### config.mk
export PLATFORM = sky130hd
export DESIGN_NAME = coin_change_tx
export DESIGN_NICKNAME = d
export VERILOG_FILES = /design/src/rtl/coin_change_tx.sv
export SDC_FILE = /design/constraint.sdc
export NUM_CORES = 1
export LEC_CHECK = 0
export CORE_UTILIZATION = 57
export DETAILED_ROUTE_END_ITERATION = 6
export PLACE_DENSITY = 0.83
export SLEW_MARGIN = 0
export SYNTH_ARGS = -nofsm -noshare
export SYNTH_HDL_FRONTEND = slang
export SYNTH_SLANG_ARGS = --single-unit
### constraint.sdc
create_clock -name clk -period 5.3 [get_ports clk]
set_input_delay 0.53 -clock clk [delete_from_list [all_inputs] [get_ports clk]]
set_output_delay 0.53 -clock clk [all_outputs]
set_load 0.03 [all_outputs]
### src/rtl/coin_change_tx.sv
// Greedy change dispenser: splits a cent amount into Q/D/N/P and sends each coin as a serial line-coded frame.
// Optional per-coin tally outputs (q_cnt/d_cnt/n_cnt/p_cnt) are built when COIN_TALLY_EN is defined.
module coin_change_tx #(
    parameter int GAP_BITS = 5
) (
    input  logic       clk,
    input  logic       reset,
    input  logic       load,
    input  logic [7:0] amount,
    output logic       busy,
    output logic       serial_out,
    output logic       coin_sent,
    output logic [1:0] coin_type,
    output logic [7:0] remaining,
`ifdef COIN_TALLY_EN
    output logic [3:0] q_cnt,
    output logic [3:0] d_cnt,
    output logic [3:0] n_cnt,
    output logic [3:0] p_cnt,
`endif
    output logic       done
);

    typedef enum logic [1:0] {
        IDLE   = 2'd0,
        SELECT = 2'd1,
        SEND   = 2'd2,
        GAP    = 2'd3
    } state_t;

    localparam logic [1:0] COIN_P = 2'b00;
    localparam logic [1:0] COIN_N = 2'b01;
    localparam logic [1:0] COIN_D = 2'b10;
    localparam logic [1:0] COIN_Q = 2'b11;

    localparam int              GW       = $clog2(GAP_BITS);
    localparam logic [GW-1:0]   GAP_LAST = GW'(GAP_BITS - 1);

    state_t        r_state;
    logic [3:0]    r_shift;
    logic [2:0]    r_bits_left;
    logic [1:0]    r_coin;
    logic [7:0]    r_coin_val;
    logic [GW-1:0] r_gap_cnt;
    logic [7:0]    r_remaining;
    logic          r_busy;
    logic          r_serial;
    logic          r_coin_sent;
    logic [1:0]    r_coin_type;
    logic          r_done;

    logic [1:0]    w_sel_type;
    logic [7:0]    w_sel_val;
    logic [4:0]    w_sel_frame;
    logic [2:0]    w_sel_len;
    logic          w_gap_end;
    logic          w_pick;
    logic          w_take_coin;
    logic          w_finish;

`ifdef COIN_TALLY_EN
    logic [3:0]    r_q_cnt;
    logic [3:0]    r_d_cnt;
    logic [3:0]    r_n_cnt;
    logic [3:0]    r_p_cnt;
`endif

    // Frames are stored LSB = first transmitted bit; every frame begins with a 0 start bit.
    always_comb begin
        w_sel_type  = COIN_P;
        w_sel_val   = 8'd1;
        w_sel_frame = 5'b00010;
        w_sel_len   = 3'd4;
        if (r_remaining >= 8'd25) begin
            w_sel_type  = COIN_Q;
            w_sel_val   = 8'd25;
            w_sel_frame = 5'b01010;
            w_sel_len   = 3'd5;
        end else if (r_remaining >= 8'd10) begin
            w_sel_type  = COIN_D;
            w_sel_val   = 8'd10;
            w_sel_frame = 5'b01110;
            w_sel_len   = 3'd5;
        end else if (r_remaining >= 8'd5) begin
            w_sel_type  = COIN_N;
            w_sel_val   = 8'd5;
            w_sel_frame = 5'b01000;
            w_sel_len   = 3'd5;
        end
    end

    // The last gap cycle doubles as the selection slot so frames run back to back.
    assign w_gap_end   = (r_state == GAP) && (r_gap_cnt == '0);
    assign w_pick      = (r_state == SELECT) || w_gap_end;
    assign w_take_coin = w_pick && (r_remaining != 8'd0);
    assign w_finish    = w_pick && (r_remaining == 8'd0);

    always_ff @(posedge clk) begin
        if (!reset) begin
            r_state     <= IDLE;
            r_shift     <= 4'd0;
            r_bits_left <= 3'd0;
            r_coin      <= COIN_P;
            r_coin_val  <= 8'd0;
            r_gap_cnt   <= '0;
            r_remaining <= 8'd0;
            r_busy      <= 1'b0;
            r_serial    <= 1'b1;
            r_coin_sent <= 1'b0;
            r_coin_type <= COIN_P;
            r_done      <= 1'b0;
`ifdef COIN_TALLY_EN
            r_q_cnt     <= 4'd0;
            r_d_cnt     <= 4'd0;
            r_n_cnt     <= 4'd0;
            r_p_cnt     <= 4'd0;
`endif
        end else begin
            r_coin_sent <= 1'b0;
            r_done      <= 1'b0;

            case (r_state)
                IDLE: begin
                    r_serial <= 1'b1;
                    if (load) begin
                        r_remaining <= amount;
                        r_busy      <= 1'b1;
                        r_state     <= SELECT;
`ifdef COIN_TALLY_EN
                        r_q_cnt     <= 4'd0;
                        r_d_cnt     <= 4'd0;
                        r_n_cnt     <= 4'd0;
                        r_p_cnt     <= 4'd0;
`endif
                    end
                end
                SELECT: begin
                end
                SEND: begin
                    if (r_bits_left == 3'd0) begin
                        r_serial    <= 1'b1;
                        r_remaining <= r_remaining - r_coin_val;
                        r_coin_sent <= 1'b1;
                        r_coin_type <= r_coin;
                        r_gap_cnt   <= GAP_LAST;
                        r_state     <= GAP;
`ifdef COIN_TALLY_EN
                        case (r_coin)
                            COIN_Q:  r_q_cnt <= r_q_cnt + 4'd1;
                            COIN_D:  r_d_cnt <= r_d_cnt + 4'd1;
                            COIN_N:  r_n_cnt <= r_n_cnt + 4'd1;
                            default: r_p_cnt <= r_p_cnt + 4'd1;
                        endcase
`endif
                    end else begin
                        r_serial    <= r_shift[0];
                        r_shift     <= {1'b0, r_shift[3:1]};
                        r_bits_left <= r_bits_left - 3'd1;
                    end
                end
                GAP: begin
                    r_serial <= 1'b1;
                    if (!w_gap_end) begin
                        r_gap_cnt <= r_gap_cnt - GW'(1);
                    end
                end
                default: r_state <= IDLE;
            endcase

            if (w_take_coin) begin
                r_serial    <= w_sel_frame[0];
                r_shift     <= w_sel_frame[4:1];
                r_bits_left <= w_sel_len - 3'd1;
                r_coin      <= w_sel_type;
                r_coin_val  <= w_sel_val;
                r_state     <= SEND;
            end

            if (w_finish) begin
                r_busy  <= 1'b0;
                r_done  <= 1'b1;
                r_state <= IDLE;
            end
        end
    end

    assign busy       = r_busy;
    assign serial_out = r_serial;
    assign coin_sent  = r_coin_sent;
    assign coin_type  = r_coin_type;
    assign remaining  = r_remaining;
    assign done       = r_done;

`ifdef COIN_TALLY_EN
    assign q_cnt = r_q_cnt;
    assign d_cnt = r_d_cnt;
    assign n_cnt = r_n_cnt;
    assign p_cnt = r_p_cnt;
`endif

endmodule

[Word level (Yosys, flattened, before mapping)]
Cells that the tools add are included.
Word-level totals
  register bits: 36
  bits in latches: 0
  bits in writable memories: 0
  memory bits (read-only): 0
  input port bits: 11
  output and inout bits: 14
  logic and storage cells: 87
  memories: 0
Cells by class
  add/subtract/negate cells: 4
  multiply operators: 0
  div/mod/pow operators: 0
  $lt $le $gt $ge: 3
  eq/ne operators: 9
  shifts and indexed selects: 0
  muxes and demuxes: 33
  bitwise operators: 1
  reductions and logical operators: 24
Operator list (number)
  $mux W4: 7
  $mux W3: 6
  $mux W8: 2
  $pmux W8 S2: 1
  $mux W2: 5
  $reduce_and A3 Y1: 3
  $sub A3 B1 Y3 const B: 3
  $ge A8 B3 Y1 const B: 1
  $ge A8 B4 Y1 const B: 1
  $ge A8 B5 Y1 const B: 1
  $logic_not A8 Y1: 1
  $mux W1: 8
  $ne A2 B2 Y1 const B: 4
  $reduce_and A2 Y1: 4
  $reduce_bool A8 Y1: 1
  $sub A8 B8 Y8: 1
  $logic_not A3 Y1: 2
  $ne A3 B3 Y1 const B: 2
  $pmux W3 S2: 1
  $reduce_bool A2 Y1: 3
  $reduce_bool A3 Y1: 2
  $mux W5: 1
  $eq A2 B2 Y1 const B: 2
  $pmux W2 S2: 1
  other kinds (8): 11

[Depth between registers and ports, before layout]
Gate-level depths: netlist of the first run.
  depth in word-level cells: 6
  depth in mapped cells: 10
  depth with buffers taken out: 9

[Worst setup path after synthesis of the first run]
OpenSTA, ideal clock, no wires.
  kind: register to register
  start point: reg r_remaining[1] (netlist: remaining[1])
  end point: reg r_bits_left[2]
  setup time: 0.103 ns
  arrival time: 2.367 ns
  required time: 5.197 ns
  setup slack: 2.830 ns
  cell stages (with the launch flop): 9
  buffers on the path: 1
  period minus slack after synthesis: 2.470 ns
  cells stage by stage: dfxtp_1 or3_4 or3_4 o21ai_0 buf_2 a21boi_0 ha_1 o211a_1 a2111oi_2
On the way
  cells in the longest elaborated chain, start to end: 6
  elaborated cells on any way between the ends: 13
  those cells by class: add/sub: 1; order compare: 3; eq/ne: 1; mux: 4; reduce/logical: 4
RTL lines
  start, declared: line 45  | logic [7:0] r_remaining;
  start signal, assigned: line 126  | r_remaining <= amount;
  start signal, assigned: line 142  | r_remaining <= r_remaining - r_coin_val;
  $ge A8 B3 Y1: line 84  | end else if (r_remaining >= 8'd5) begin
  $mux W1: line 84
  $mux W1: line 79  | end else if (r_remaining >= 8'd10) begin
  $mux W1: line 74  | if (r_remaining >= 8'd25) begin
  $sub A3 B1 Y3: line 173  | r_bits_left <= w_sel_len - 3'd1;
  $mux W3: line 170  | if (w_take_coin) begin
  end signal, assigned: line 158  | r_bits_left <= r_bits_left - 3'd1;
  end signal, assigned: line 173
  end, declared: line 41  | logic [2:0] r_bits_left;
Several ways; a longest one is shown, not always the timed one.
A chain may end at the register's enable or synchronous reset.

[Worst setup path in the final report of the first run]
  start point: reg r_state[0]
  end point: reg r_remaining[6] (netlist: remaining[6])
On the way
  cells in the longest elaborated chain, start to end: 3
  elaborated cells on any way between the ends: 7
  those cells by class: eq/ne: 3; mux: 1; reduce/logical: 3
RTL lines
  start, declared: line 39  | state_t r_state;
  start signal, assigned: line 100  | r_state <= IDLE;
  start signal, assigned: line 128  | r_state <= SELECT;
  start signal, assigned: line 146  | r_state <= GAP;
  $eq A2 B2 Y1 / $logic_not A2 Y1 (equally long branches): line 122  | case (r_state)
  $ne A2 B2 Y1 (no source line) / $reduce_bool A2 Y1 (equally long branches)
  $reduce_and A3 Y1 (no source line)
Several ways; a longest one is shown, not always the timed one.

==> reports/results.ini, run 1 <==
[cells_and_area]
nets = 264
final_layout_size_suffix_gt1_share_pct = 6.25
seqCellArea_sq_um = 621
n_fill_cell = 242
utilization_pct = 72.3
stdcell_area_sq_um = 2060
n_antenna_cell = 0
area_growth_pct = 17.0
multi_input_comb_area_sq_um = 1040

[min_path]
holdPathStages = 2
holdCritPathClass = reg2reg
holdPathEnd = coin_type[0]
hp-start = coin_type[0]

[outcome]
outcome = finished, violations left
violations = design-rule violations

[placed_design]
place_ws_ns = 2.72
place_area_sq_um = 2010
port_buffers = 24
dp_hpwl_mm = 3.22
place.gp.congestion = 0.877

[drt]
vias = 1712
routed_wl_mm = 4.50
detail-route-antenna-nets = 0
drc_errors = 1
drtPass1Iterations = 7
wire_per_inst_microns = 16.6
drt_iter0_drc = 72
viasPerCell = 6.32

[critical_path]
cp-end-kind = flop
worstPathMaxFanout = 20
slowest_stage = nor2b_1
reg2reg_from = r_state[0]
arrival_ns = 2.80
start_kind = flop
cp.required_ns = 5.53
crit_path_cell_trace = inv_1 -> ha_1 -> nor2b_1 -> or3_1 -> a21oi_1 -> a311oi_1
r2r-end = remaining[6]
max_stage_delay_ns = 0.65
r2r_slack_ns = 2.73
worstSetupPathType = reg2reg
rr_worst_depth = 6

[floorplanning]
ios = 25
die_height_microns = 57.6
fp.dieArea_sq_um = 3320
start_util_pct = 61.8
core-area_sq_um = 2850
die_w_microns = 57.6
num_rows = 19

[timing]
fin_tns_setup_ns = 0
period_share_pct = 48.5
worst_pin_slew_ns = 1.04
final-hold-violation-count = 0
finalSetupViolCount = 0
fmax_mhz = 389
clock_skew_ns = 0.0121
rsz0062_at_grt = no
min_period_ns = 2.57
slew_headroom_pct = 30.1
fin_ws_ns = 2.73
timing.hold.ws_ns = 0.461
final_max_slew_viol_count = 0

[global_routing]
grt_max_degree = 21
busiest_layer = met2
grt_pass1_wl_mm = 7.53
grt_util_all_layers_pct = 29.9
antenna_found_initial = 0
grtUsageMet3_pct = 5.67
grt-ovfl-total = 0
grt_pass1_vias = 1625
use_met2_pct = 49.2
grtUsageMet1_pct = 37.9

[pwr]
p_per_area_nw_per_um2 = 667
irDropWorstVdd_uv = 371
cellLeakagePower_nw = 0.802

[synth]
yosysUniqueCellTypes = 46
synthTopCellsByArea = dfxtp_1 35%, ha_1 8.5%, a21oi_1 6.3%
yosys.area.top_type_share_pct = 35.2
synth_flop_cell = dfxtp_1
ys_warn_count = 0
async_reset_ff_share_pct = 0
netlist_area_sq_um = 1760
syn-mean-instance-area_sq_um = 8.12
synth-edff-count = 0
synth_nets = 241
synth_cells = 217
yosysTopAreaCell = dfxtp_1
seq_area_frac_synth_pct = 35.2
ys_ff_latch = 31

[run]
cap_violations = 0

[clock_network]
clk_pin_slew_ns = 0.11
clock_latency_ns = 0.34
ctsHoldBuffers = 0
cts_resized = 0
cts_buffer_depth = 2
cts_buffers = 5
cts_sinks = 31
cts.htree.levels = 2
post_cts_buffers = 0
cts_root_buf = clkbuf_4
cts_tree = done

[worst max-delay path: cells and delay by family, from the launching register on]
family | cells | cell delay (ns)
fa+ha+maj | 1 | 0.63
buf+inv | 1 | 0.11
compound gates | 2 | 0.36
simple gates | 2 | 1.01
flops | 1 | 0.35
[layout by cell type (no fill, tap or decap), types with 3 or more instances in the layout]
cell type and count:
nor2b_1 6, inv_1 15, a311oi_1 6, nor3_1 3, ha_1 12, o21a_1 3
clkbuf_4 5, xnor2_1 3, nand2_1 22, o21ai_0 15, clkdlybuf4s50_1 24, a21oi_1 22
nand2b_1 4, nor2_1 17, dfxtp_1 31, nand3_1 6
[power breakdown]
| part | switching (W) | internal [W] | leakage [nW] |
|---|---|---|---|
| combinational | 0.000486 | 0.000344 | 0.514 |
| sequential | 0.0000872 | 0.000312 | 0.254 |
| clock | 0.0000847 | 0.0000614 | 0.0341 |
[state kept, by name, indices dropped and copies added, names as in the netlist]
name / cells
remaining: 8
r_coin_val: 5
r_bits_left: 3
r_gap_cnt: 3
r_shift: 3
coin_type: 2
r_state: 2
busy: 1
coin_sent: 1
done: 1
r_coin: 1
serial_out: 1
[through the flow]
stage          power (W)  instances
5_1_grt          0.00148        271
2_1_floorplan   0.000991        217
4_1_cts          0.00136        271
3_3_place_gp     0.00117        264
6_report         0.00138        271
3_5_place_dp     0.00121        264
[metal layers]
layer  part of all wire, %  routed length (microns)  vias to the layer above
li1                      -                        -                      826
met1                    43                     1950                      802
met2                    48                     2150                       71
met3                   6.2                      278                       13
met4                   2.7                      122                        0
met5                     0                        0                        -
[worst max-delay path by stage]
stage	startpoint	end	slack, ns	cells past startpoint
6_report	r_state[0]	remaining[6]	2.73	6
5_1_grt	remaining[6]	r_bits_left[2]	2.54	6
4_1_cts	remaining[6]	r_bits_left[2]	2.77	6
3_5_place_dp	reset	r_bits_left[2]	2.72	3
3_3_place_gp	reset	r_bits_left[2]	2.92	3
2_1_floorplan	remaining[1]	r_bits_left[2]	2.83	8
[Yosys cell counts (all sizes together) (3+ instances only)]
cell,number
a21oi,22
a311oi,6
clkbuf,7
dfxtp,31
ha,12
inv,15
nand2,22
nand2b,4
nand3,6
nor2,17
nor2b,6
nor3,4
o21a,3
o21ai,16
or3,4
xnor2,3
[cells by family after synthesis]
kind of cell             after synthesis  share of synthesized area [%]
AO/OA/AOI/OAI                         70                           26.1
AND/OR/NAND/NOR                       74                           21.2
buffers and inverters                 25                           5.82
adder cells (fa/ha/maj)               13                           9.66
flip-flops                            31                           35.2
multiplexers                           1                          0.568
XOR/XNOR                               3                           1.49
[cell type report]
class                   instances  share of cell area, %
clock buffers                   6                   2.49
well taps                      31                   1.88
inverters                      16                   2.91
clock inverters                 1                  0.243
flip-flops and latches         31                   30.1
repair buffers                 25                   12.0
multi-input cells             161                   50.4
Power figures use the tool's default switching activity.
==> run 2, diff against run 1 <==
CORE_UTILIZATION = 49   (was 57)
PLACE_DENSITY = 0.76   (was 0.83)
clock period = 2.3 ns   (was 5.3 ns; I/O delays follow)
==> reports/results.ini, run 2 (synthesis results as in run 1) <==
[pwr]
p_per_area_nw_per_um2 = 1520
irDropWorstVdd_uv = 1090
p_sw_share_pct = 45.9
cellLeakagePower_nw = 0.887
pwr-share-comb_pct = 65.2
p_sw_w = 0.00156
power_w = 0.00340
power_frac_clock_pct = 9.8
p_int_w = 0.00184
seqPwrFrac_pct = 25.0

[cells_and_area]
n_fill_cell = 296
final_cells = 302
area_growth_pct = 26.6
nets = 280
final_layout_size_suffix_gt1_share_pct = 14.8
n_antenna_cell = 0
final_common_cell = dfxtp_1
utilization_pct = 65.8
largest_reg_flops = 8
layout_common_cells = 28 x dfxtp_1, 24 x clkdlybuf4s50_1, 22 x nand2_1, 22 x a21oi_1

[min_path]
holdCritPathClass = reg2reg
holdPathStages = 2
hp-start = r_coin[0]
holdPathEnd = coin_type[0]

[outcome]
outcome = completed

[timing]
rsz0062_at_grt = no
finalSetupViolCount = 0
worst_pin_slew_ns = 0.678
period_share_pct = 94.6
slew_headroom_pct = 54.4
fmax_mhz = 460
final-hold-violation-count = 0
fin_tns_setup_ns = 0
clock_skew_ns = 0.0165
final_max_slew_viol_count = 0
min_period_ns = 2.18

[placed_design]
port_buffers = 24
place.gp.congestion = 0.826
dp_cells = 295
dp_hpwl_mm = 3.40

[critical_path]
crit_path_cell_trace = inv_1 -> ha_1 -> nor2b_1 -> o21ai_0 -> o22ai_1 -> or4_1 -> a31oi_1
cp-startpoint = r_coin_val[1]
reg2reg_from = r_coin_val[1]
arrival_ns = 2.42
max_stage_delay_ns = 0.50
worstSetupPathType = reg2reg
slowest_stage = or4_1
rr_worst_depth = 7
r2r_slack_ns = 0.12
start_kind = flop
r2r-end = remaining[5]
cp.required_ns = 2.54
path_delay_family = compound AO/OA/AOI/OAI gates
worstPathMaxFanout = 3
cp-end-kind = flop
cp_num_buf_inv = 1

[drt]
drt_iter0_drc = 89
wl_met1_mm = 1.98
routed_wl_mm = 4.44
drtPass1Iterations = 4
viasPerCell = 5.66
highest_layer = met4
wl_met3_microns = 265
detail-route-antenna-nets = 0
drc_errors = 0
wire_per_inst_microns = 14.7
vias = 1710
dr_wl_met2_mm = 2.12

[floorplanning]
num_rows = 21
die_w_microns = 62.0
core-area_sq_um = 3390
ios = 25
die_height_microns = 62.0
start_util_pct = 52.0
fp.dieArea_sq_um = 3840

[global_routing]
grt-ovfl-total = 0
grt_max_degree = 19
antenna_found_initial = 0
grt_util_all_layers_pct = 25.8
grt_pass1_wl_mm = 7.08
grt_pass1_vias = 1532

[clock_network]
cts_buffers = 5
cts_tree = done
ctsHoldBuffers = 0
clk_pin_slew_ns = 0.11
clock_latency_ns = 0.34
cts.htree.levels = 2
cts_root_buf = clkbuf_4
cts_sinks = 31
cts_buffer_depth = 2

[run]
cap_violations = 0

==> run 2: changes by cell type in the layout (fill, tap and decap cells not counted), sizes merged <==
cell and change:
buf +16
==> run 2: cell type report <==
type | instances | area (sq um) | share of cell area (%)
inverters | 16 | 60.1 | 2.69
repair buffers | 41 | 368 | 16.5
flip-flops and latches | 31 | 624 | 28.0
well taps | 46 | 57.6 | 2.58
clock buffers | 6 | 51.3 | 2.30
clock inverters | 1 | 5.00 | 0.224
multi-input cells | 161 | 1060 | 47.7
==> run 2: power by group through the flow <==
stage | Sequential (W) | Combinational, W | Clock (W)
after CTS | 0.000845 | 0.00216 | 0.000331
after floorplan | 0.00105 | 0.00126 | 0
final | 0.000848 | 0.00222 | 0.000333
after global placement | 0.000855 | 0.00209 | 0
after global routing | 0.000870 | 0.00242 | 0.000355
after detailed placement | 0.000859 | 0.00215 | 0
==> run 2: worst register-to-register path, delay by kind of cell (launching register included) <==
family | cells | cell delay [ns]
flops | 1 | 0.35
buf+inv | 1 | 0.08
compound gates | 3 | 0.74
fa+ha+maj | 1 | 0.28
simple gates | 2 | 0.63
==> run 2: worst max path at each step <==
stage,to,slack [ns],cells after the start
final,remaining[5],0.12,7
after global routing,remaining[5],0.004,7
after CTS,r_bits_left[2],0.004,7
after detailed placement,r_bits_left[2],0.03,7
after global placement,r_bits_left[2],0.12,7
after floorplan,r_bits_left[2],0.01,8
==> run 2: layer usage <==
layer	track usage [%]	up-vias
met1	34.7	798
met3	5.59	9
li1	-	859
met4	6.98	0
met5	0	-
met2	41.8	44
==> run 2: timing repair <==
item,in CTS,in global routing
gates resized for setup,0,4
setup endpoints to repair,0,1
endpoints found under the hold margin,0,0
buffers inserted,0,0
==> run 2: through the flow <==
step / hold slack, ns / area [sq um] / setup WS (ns)
after global placement: 0.445 / 2160 / 0.123
after global routing: 0.462 / 2230 / 0.00399
after detailed placement: 0.443 / 2160 / 0.0266
after floorplan: 0.364 / 1780 / 0.0112
final: 0.438 / 2230 / 0.124
after CTS: 0.446 / 2210 / 0.00440
